===== src/rtl/rect_fill_pkg.sv =====
// rect_fill_pkg: shared states and constants for the rectangle filler
package rect_fill_pkg;
  typedef enum logic [1:0] {IDLE, CMD, DATA2, FINISH} state_e;
  localparam int BURST_PIX = 8;
  localparam int PIX_PER_WORD = 4;
  localparam logic [15:0] MASK_ALL = 16'hFFFF;
endpackage


===== src/rtl/rect_mask_gen.sv =====
// rect_mask_gen: byte mask for one 4-pixel word of a burst (1 = byte skipped)
module rect_mask_gen
  import rect_fill_pkg::*;
#(
  parameter int X_W = 10
) (
  input  logic [X_W-1:0] bx_i,
  input  logic           word_i,
  input  logic [X_W-1:0] x0_i,
  input  logic [X_W-1:0] cx1_i,
  output logic [15:0]    mask_o
);
  for (genvar k = 0; k < PIX_PER_WORD; k++) begin : g_pix
    logic [X_W-1:0] p;
    assign p = bx_i + X_W'({word_i, 2'(k)});
    assign mask_o[4*k+3:4*k] = (p < x0_i || p > cx1_i) ? 4'hF : 4'h0;
  end
endmodule


===== src/rtl/rect_filler.sv =====
// rect_filler: fills a clipped rectangle with a solid colour via 2-word DDR2 bursts
module rect_filler
  import rect_fill_pkg::*;
#(
  parameter int FRAME_W = 800,
  parameter int FRAME_H = 600,
  parameter int X_W = 10,
  parameter int Y_W = 10,
  parameter int ADDR_W = 31
) (
  input  logic              clk,
  input  logic              rst,
  input  logic              valid,
  input  logic [23:0]       color,
  input  logic [X_W-1:0]    x0,
  input  logic [X_W-1:0]    x1,
  input  logic [Y_W-1:0]    y0,
  input  logic [Y_W-1:0]    y1,
  input  logic [31:0]       frame_base,
  input  logic              af_full,
  input  logic              wdf_full,
  output logic [ADDR_W-1:0] af_addr_din,
  output logic              af_wr_en,
  output logic [127:0]      wdf_din,
  output logic [15:0]       wdf_mask_din,
  output logic              wdf_wr_en,
  output logic              ready,
  output logic              done
);
  state_e state_q, state_d;
  logic [23:0] color_q, color_d;
  logic [5:0] fsel_q, fsel_d;
  logic [X_W-1:0] x0_q, x0_d, cx1_q, cx1_d, bx_q, bx_d;
  logic [Y_W-1:0] y_q, y_d, cy1_q, cy1_d;
  logic [X_W-1:0] cx1_in;
  logic [Y_W-1:0] cy1_in;
  logic [15:0] mask_w;
  logic go, wrap, unused_fb;
  assign unused_fb = ^{frame_base[31:28], frame_base[21:0]};
  assign cx1_in = (x1 > X_W'(FRAME_W - 1)) ? X_W'(FRAME_W - 1) : x1;
  assign cy1_in = (y1 > Y_W'(FRAME_H - 1)) ? Y_W'(FRAME_H - 1) : y1;
  assign go = !af_full && !wdf_full;
  // Row ends once the next burst would start past the clipped right edge
  assign wrap = ({1'b0, bx_q} + (X_W+1)'(BURST_PIX)) > {1'b0, cx1_q};
  rect_mask_gen #(.X_W(X_W)) u_mask (
    .bx_i  (bx_q),
    .word_i(state_q == DATA2),
    .x0_i  (x0_q),
    .cx1_i (cx1_q),
    .mask_o(mask_w)
  );
  always_comb begin
    state_d = state_q;
    color_d = color_q;
    fsel_d = fsel_q;
    x0_d = x0_q;
    cx1_d = cx1_q;
    cy1_d = cy1_q;
    bx_d = bx_q;
    y_d = y_q;
    af_wr_en = 1'b0;
    wdf_wr_en = 1'b0;
    case (state_q)
      IDLE: if (valid) begin
        color_d = color;
        fsel_d = frame_base[27:22];
        x0_d = x0;
        cx1_d = cx1_in;
        cy1_d = cy1_in;
        bx_d = {x0[X_W-1:3], 3'b0};
        y_d = y0;
        state_d = (x0 > cx1_in || y0 > cy1_in) ? FINISH : CMD;
      end
      CMD: begin
        af_wr_en = go;
        wdf_wr_en = go;
        state_d = go ? DATA2 : CMD;
      end
      DATA2: begin
        wdf_wr_en = !wdf_full;
        if (!wdf_full) begin
          bx_d = wrap ? {x0_q[X_W-1:3], 3'b0} : bx_q + X_W'(BURST_PIX);
          y_d = wrap ? y_q + Y_W'(1) : y_q;
          state_d = (wrap && y_q == cy1_q) ? FINISH : CMD;
        end
      end
      default: state_d = IDLE;
    endcase
  end
  always_ff @(posedge clk) begin
    if (rst) begin
      state_q <= IDLE;
      color_q <= '0;
      fsel_q <= '0;
      x0_q <= '0;
      cx1_q <= '0;
      cy1_q <= '0;
      bx_q <= '0;
      y_q <= '0;
    end else begin
      state_q <= state_d;
      color_q <= color_d;
      fsel_q <= fsel_d;
      x0_q <= x0_d;
      cx1_q <= cx1_d;
      cy1_q <= cy1_d;
      bx_q <= bx_d;
      y_q <= y_d;
    end
  end
  assign ready = state_q == IDLE;
  assign done = state_q == FINISH;
  assign wdf_din = {4{8'h00, color_q}};
  assign wdf_mask_din = (state_q == CMD || state_q == DATA2) ? mask_w : MASK_ALL;
  assign af_addr_din = ADDR_W'({fsel_q, y_q, bx_q[X_W-1:3], 2'b00});
endmodule


===== config.mk =====
export PLATFORM = sky130hd
export DESIGN_NAME = rect_filler
export DESIGN_NICKNAME = d
export VERILOG_FILES = /design/src/rtl/rect_fill_pkg.sv /design/src/rtl/rect_mask_gen.sv /design/src/rtl/rect_filler.sv
export SDC_FILE = /design/constraint.sdc
export NUM_CORES = 1
export LEC_CHECK = 0
export CORE_MARGIN = 8
export CORE_UTILIZATION = 35
export DETAILED_ROUTE_END_ITERATION = 10
export HOLD_SLACK_MARGIN = 0.1
export MAX_ROUTING_LAYER = met4
export PLACE_DENSITY = 0.68
export SKIP_CTS_REPAIR_TIMING = 1
export SYNTH_ARGS = -nofsm -noshare
export SYNTH_HDL_FRONTEND = slang
export SYNTH_SLANG_ARGS = --single-unit

===== constraint.sdc =====
create_clock -name clk -period 3 [get_ports clk]
set_input_delay 0.6 -clock clk [delete_from_list [all_inputs] [get_ports clk]]
set_output_delay 0.6 -clock clk [all_outputs]
set_load 0.01 [all_outputs]

==> results.json, run 1 <==
{
  "relSlewSlack": 0.612,
  "grt_max_degree": 67,
  "rsz0062_at_grt": "true",
  "power_mw": 8.83,
  "min_period_ns": 2.99,
  "antenna_left": 0,
  "worstSetupEndpointType": "output pin",
  "crit_type": "register to output pin",
  "overflow": 0,
  "hold_path.class": "register to register",
  "irDropWorstVdd_v": 0.000389,
  "fmax_mhz": 334,
  "yosysUniqueCellTypes": 65,
  "start_kind": "register",
  "postSynth.asyncResetShare": 0,
  "antenna_found_initial": 2,
  "crit_fanout": 4,
  "clkSinkCount": 79,
  "layout_commonest_cell": "clkdlybuf4s50_1",
  "fin_util": 0.489,
  "final_area_sq_mm": 0.00902,
  "routed_wl_microns": 21000,
  "hpwl_microns": 16500,
  "outcome": "finished, final reports clean",
  "routedWlPerCell_microns": 16.9,
  "wl_met2_microns": 10300,
  "cp_slowest_stage_delay_ns": 0.33,
  "tightest_slew_ns": 0.582,
  "cts_tree": "built",
  "post-synth-top-area-cell": "dfxtp_1",
  "fin_nets": 1178,
  "synth_edf_count": 0,
  "placed_cell_area_sq_mm": 0.00848,
  "cp_slowest_cell": "dfxtp_2",
  "setup_viol_count_final": 0,
  "met1_length_microns": 9010,
  "die-area_sq_mm": 0.0232,
  "area_growth_pct": 38.8,
  "seq_area_frac_synth": 0.243,
  "syn_inst": 841,
  "ys_warn_count": 0,
  "drive_gt1_frac": 0.146,
  "cell_internal_pwr_mw": 4.90,
  "finalCritPeriodShare": 0.998,
  "die_h_microns": 152,
  "gp_congestion": 0.921,
  "track_usage": 0.178,
  "worst_clock_skew_ns": 0.00668,
  "io_buffers": 213,
  "grt_pass1_wl_microns": 32900,
  "p_sw_frac": 0.445,
  "p_sw_mw": 3.93,
  "clk_latency_ns": 0.34,
  "worst-endpoint-arrival_ns": 2.39,
  "power_density_mw_per_mm2": 978,
  "clock_path_buffers": 2,
  "dp_cells": 1221,
  "clk_pin_slew_ns": 0.07,
  "num_io_pins": 280,
  "instances_no_fill": 1243,
  "coreArea_sq_mm": 0.0185,
  "p_seq_frac": 0.191,
  "grt_pass1_vias": 6205,
  "ys_ff_latch": 79,
  "finalHoldViolations": 0,
  "drc": 0,
  "rows": 50,
  "root_buffer": "clkbuf_16",
  "whs_ns": 0.454,
  "final_cell_mix": "196 x clkdlybuf4s50_1, 117 x nand2_1, 79 x a21oi_1",
  "synthesis.area_sq_mm": 0.00650,
  "highest_layer": "met4",
  "num_vias": 6277,
  "synthFlopType": "dfxtp_1",
  "pwr-share-comb": 0.690,
  "clockPowerShare": 0.119,
  "syn_area_per_cell_sq_um": 7.73,
  "cp.required_ns": 2.40,
  "wl_met3_microns": 1250,
  "htree_levels": 3,
  "start_util": 0.352,
  "die_w_microns": 152,
  "p_leak_nw": 3.63,
  "firstDrtPassIters": 5,
  "drt_iter0_drc": 320,
  "synth_top_area_frac": 0.243,
  "synth.area.top_cells": "dfxtp_1 24%, ha_1 15%, buf_4 14%, nand2_1 6.9%, a21oi_1 6.2%",
  "drv_cap": 0,
  "fill_cells": 1773,
  "numCtsBuffers": 9,
  "drv_slew": 0,
  "vias_per_cell": 5.05,
  "path_cells": "inv_2 > ha_4 > buf_6 > ha_4 > a21o_1 > a21o_1 > a211o_1 > a31oi_1 > o2111ai_1 > buf_4 > buf_4"
}
## metal layers
metal	vias to the layer above	GRT usage
met5	-	-
met3	30	0.0448
li1	3115	-
met4	0	0.0585
met1	2929	0.210
met2	203	0.293
## worst max-delay path, delay by kind of cell, from the launching register on
kind,cells,cell delay [ns]
adders and majority gates,2,0.33
AOI/OAI and AO/OA,5,0.91
buffers and inverters,4,0.48
DFF,1,0.33
## Yosys cell counts, types with 5 or more instances
cell type	n
a22oi_1	5
buf_4	124
buf_2	5
o21ai_0	24
a21o_1	13
o32ai_1	5
o31ai_1	7
xnor2_1	15
nand2_1	120
dfxtp_1	79
clkbuf_1	35
a31oi_1	8
inv_1	30
nand3_1	17
nand2b_1	7
ha_1	76
a21oi_1	81
nor2_1	48
o21a_1	11
and4_1	5
nor3_1	14
a211oi_1	17
or3_1	7
nand4_1	9
o311ai_0	5
and2_1	6
## area by class of cell
class                           count  area, sq um  area share
Multi-Input combinational cell    602         4090       0.453
Sequential cell                    79         1590       0.176
Timing Repair Buffer              278         2640       0.293
Tap cell                          234          293      0.0324
Antenna cell                        3         7.51    0.000832
Clock inverter                      7         56.3     0.00624
Clock buffer                        9          225      0.0250
Inverter                           31          116      0.0129
## through the flow
step                worst slack [ns]  setup TNS (ns)
floorplan                      0.144               0
global placement              -0.349           -4.18
detailed placement            -0.396           -4.13
CTS                           -0.776          -10.44
global route                  -0.115           -1.31
finish                       0.00736               0
## registers in the layout, summed over array words and instances, names as in the netlist
register  cells
cy1_q        10
color_q      24
y_q          10
state_q       2
cx1_q        10
x0_q         10
fsel_q        6
bx_q          7
## cell families after synthesis
family	synth area share
AOI/OAI and AO/OA	0.202
other	0.000577
xor gates and xnor gates	0.0256
DFF	0.243
buffers and inverters	0.189
adders and majority gates	0.146
muxes	0.00462
and+or+nand+nor	0.188
## path summary, 6_finish.rpt
check        slack (ns)  depth (start not counted)         endpoint  startpoint
max               0.007                         11  wdf_mask_din[5]  state_q[0]
min                0.45                          2        fsel_q[2]   fsel_q[2]
max reg2reg        0.11                         12          bx_q[6]     bx_q[3]
min reg2reg        0.45                          2        fsel_q[2]   fsel_q[2]
## power by group through the flow
stage	Clock [mW]	Sequential (mW)	Combinational, mW
after floorplan	0	1.70	3.48
after global placement	0	1.68	5.54
after detailed placement	0	1.68	5.61
after CTS	1.08	1.66	5.64
after global routing	1.13	1.73	6.68
final	1.05	1.68	6.10
Power figures use the tool's default switching activity.
==> run 2: changes to the inputs <==
--- a/config.mk
+++ b/config.mk
@@ -11,6 +11,7 @@
 export HOLD_SLACK_MARGIN = 0.1
 export MAX_ROUTING_LAYER = met4
 export PLACE_DENSITY = 0.68
+export REMOVE_ABC_BUFFERS = 1
 export SKIP_CTS_REPAIR_TIMING = 1
 export SYNTH_ARGS = -nofsm -noshare
 export SYNTH_HDL_FRONTEND = slang
==> results.json, run 2 (synthesis gave the netlist of run 1 again) <==
{
  "crit_top_cell": "ha_4",
  "track_usage": 0.180,
  "dpl_worst_slack_ns": -0.319,
  "die_w_microns": 152,
  "crit_fanout": 3,
  "fin_nets": 1176,
  "relSlewSlack": 0.614,
  "cp_slowest_stage_delay_ns": 0.37,
  "root_buffer": "clkbuf_16",
  "r2r-end": "y_q[0]",
  "die_h_microns": 152,
  "antenna_left": 0,
  "hold_path.class": "register to register",
  "whs_endpoint": "cx1_q[5]",
  "io_buffers": 213,
  "finalCritPeriodShare": 1.02,
  "setup_viol_count_final": 2,
  "finalHoldViolations": 0,
  "tightest_slew_ns": 0.579,
  "largest_reg_flops": 24,
  "min_from": "cx1_q[5]",
  "fin_ws_ns": -0.0555,
  "overflow": 0,
  "clk_pin_slew_ns": 0.06,
  "cp_slowest_cell": "or3_1",
  "cp.required_ns": 2.40,
  "p_leak_nw": 3.62,
  "worst_clock_skew_ns": 0.00666,
  "routed_wl_microns": 21500,
  "path_cells": "inv_2 > ha_4 > buf_6 > ha_4 > nand3_4 > or3_1 > o21ai_0 > a21oi_1 > a211o_1 > buf_4 > clkbuf_2",
  "grt_pass1_wl_microns": 33100,
  "grt_pass1_vias": 6528,
  "layout_commonest_cell": "clkdlybuf4s50_1",
  "start_util": 0.352,
  "coreArea_sq_mm": 0.0185,
  "clk_latency_ns": 0.33,
  "drv_slew": 0,
  "firstDrtPassIters": 5,
  "drc": 0,
  "final_cell_mix": "196 x clkdlybuf4s50_1, 118 x nand2_1, 79 x a21oi_1",
  "dp_cells": 1218,
  "rsz0062_at_grt": "true",
  "gp_congestion": 0.908,
  "num_io_pins": 280,
  "reg2regPathDepth": 12,
  "whs_path_depth": 2,
  "instances_no_fill": 1240,
  "start_kind": "register",
  "min_period_ns": 3.06,
  "power_density_mw_per_mm2": 972,
  "irDropWorstVdd_v": 0.000357,
  "cts_tree": "built",
  "worstSetupEndpointType": "output pin",
  "hpwl_microns": 16900,
  "rows": 50,
  "rr_startpoint": "bx_q[3]",
  "die-area_sq_mm": 0.0232,
  "drv_cap": 0,
  "regMostFlops": "color_q",
  "antenna_found_initial": 2,
  "worst-endpoint-arrival_ns": 2.46,
  "grt_max_degree": 67,
  "drive_gt1_frac": 0.135,
  "clkSinkCount": 79,
  "clock_path_buffers": 2,
  "regToRegSetupSlack_ns": 0.15,
  "area_growth_pct": 38.1,
  "worst-path-buf-inv": 4,
  "num_vias": 6346,
  "violations": "negative setup slack",
  "vias_per_cell": 5.12,
  "htree_levels": 3,
  "routedWlPerCell_microns": 17.3,
  "fmax_mhz": 327,
  "crit_family": "adder cells",
  "numCtsBuffers": 9,
  "outcome": "finished with violations",
  "drt_iter0_drc": 310,
  "crit_type": "register to output pin",
  "fin_util": 0.487
}
## run 2: tightest hold or removal path: cells and delay by family (launching register included)
family | cells | cell delay, ns
flip-flops | 1 | 0.31
AO/OA/AOI/OAI | 1 | 0.05
AND/OR/NAND/NOR | 1 | 0.05
## run 2: final cells by class
type,count,area (sq um)
Antenna cell,2,5.00
Inverter,31,116
Sequential cell,79,1590
Multi-Input combinational cell,602,4060
Fill cell,1844,9470
Clock inverter,6,85.1
Tap cell,234,293
Timing Repair Buffer,276,2600
Clock buffer,10,229
## run 2: routing by layer
| metal | part of all wire | up-vias | GRT usage |
|---|---|---|---|
| li1 | - | 3102 | - |
| met1 | 0.43 | 2952 | 0.201 |
| met2 | 0.49 | 257 | 0.311 |
| met3 | 0.061 | 35 | 0.0357 |
| met4 | 0.025 | 0 | 0.0690 |
| met5 | 0 | - | - |
## run 2: power breakdown
group	total (mW)	leakage (nW)	internal, mW	switching (mW)
Sequential	1.70	0.652	1.34	0.362
Clock	1.16	0.148	0.726	0.438
Combinational	5.87	2.82	2.89	2.98
## run 2: worst max-delay path by stage
stage / slack, ns / start / to / depth (start not counted)
floorplan: -0.47 / state_q[0] / wdf_mask_din[10] / 8
global placement: -0.28 / state_q[0] / wdf_mask_din[8] / 10
detailed placement: -0.32 / state_q[0] / wdf_mask_din[11] / 10
CTS: -0.69 / state_q[0] / wdf_mask_din[11] / 10
global route: -0.12 / state_q[0] / wdf_mask_din[14] / 11
finish: -0.06 / state_q[0] / wdf_mask_din[14] / 11
## run 2: stage by stage
step / cell area (sq um) / setup TNS [ns] / hold slack, ns / total power [mW]
floorplan: 5540 / -2.67 / 0.430 / 4.60
global placement: 8420 / -3.26 / 0.440 / 7.06
detailed placement: 8420 / -3.40 / 0.449 / 7.11
CTS: 8730 / -9.48 / 0.458 / 8.32
global route: 8980 / -0.552 / 0.471 / 9.39
finish: 8980 / -0.110 / 0.455 / 8.73
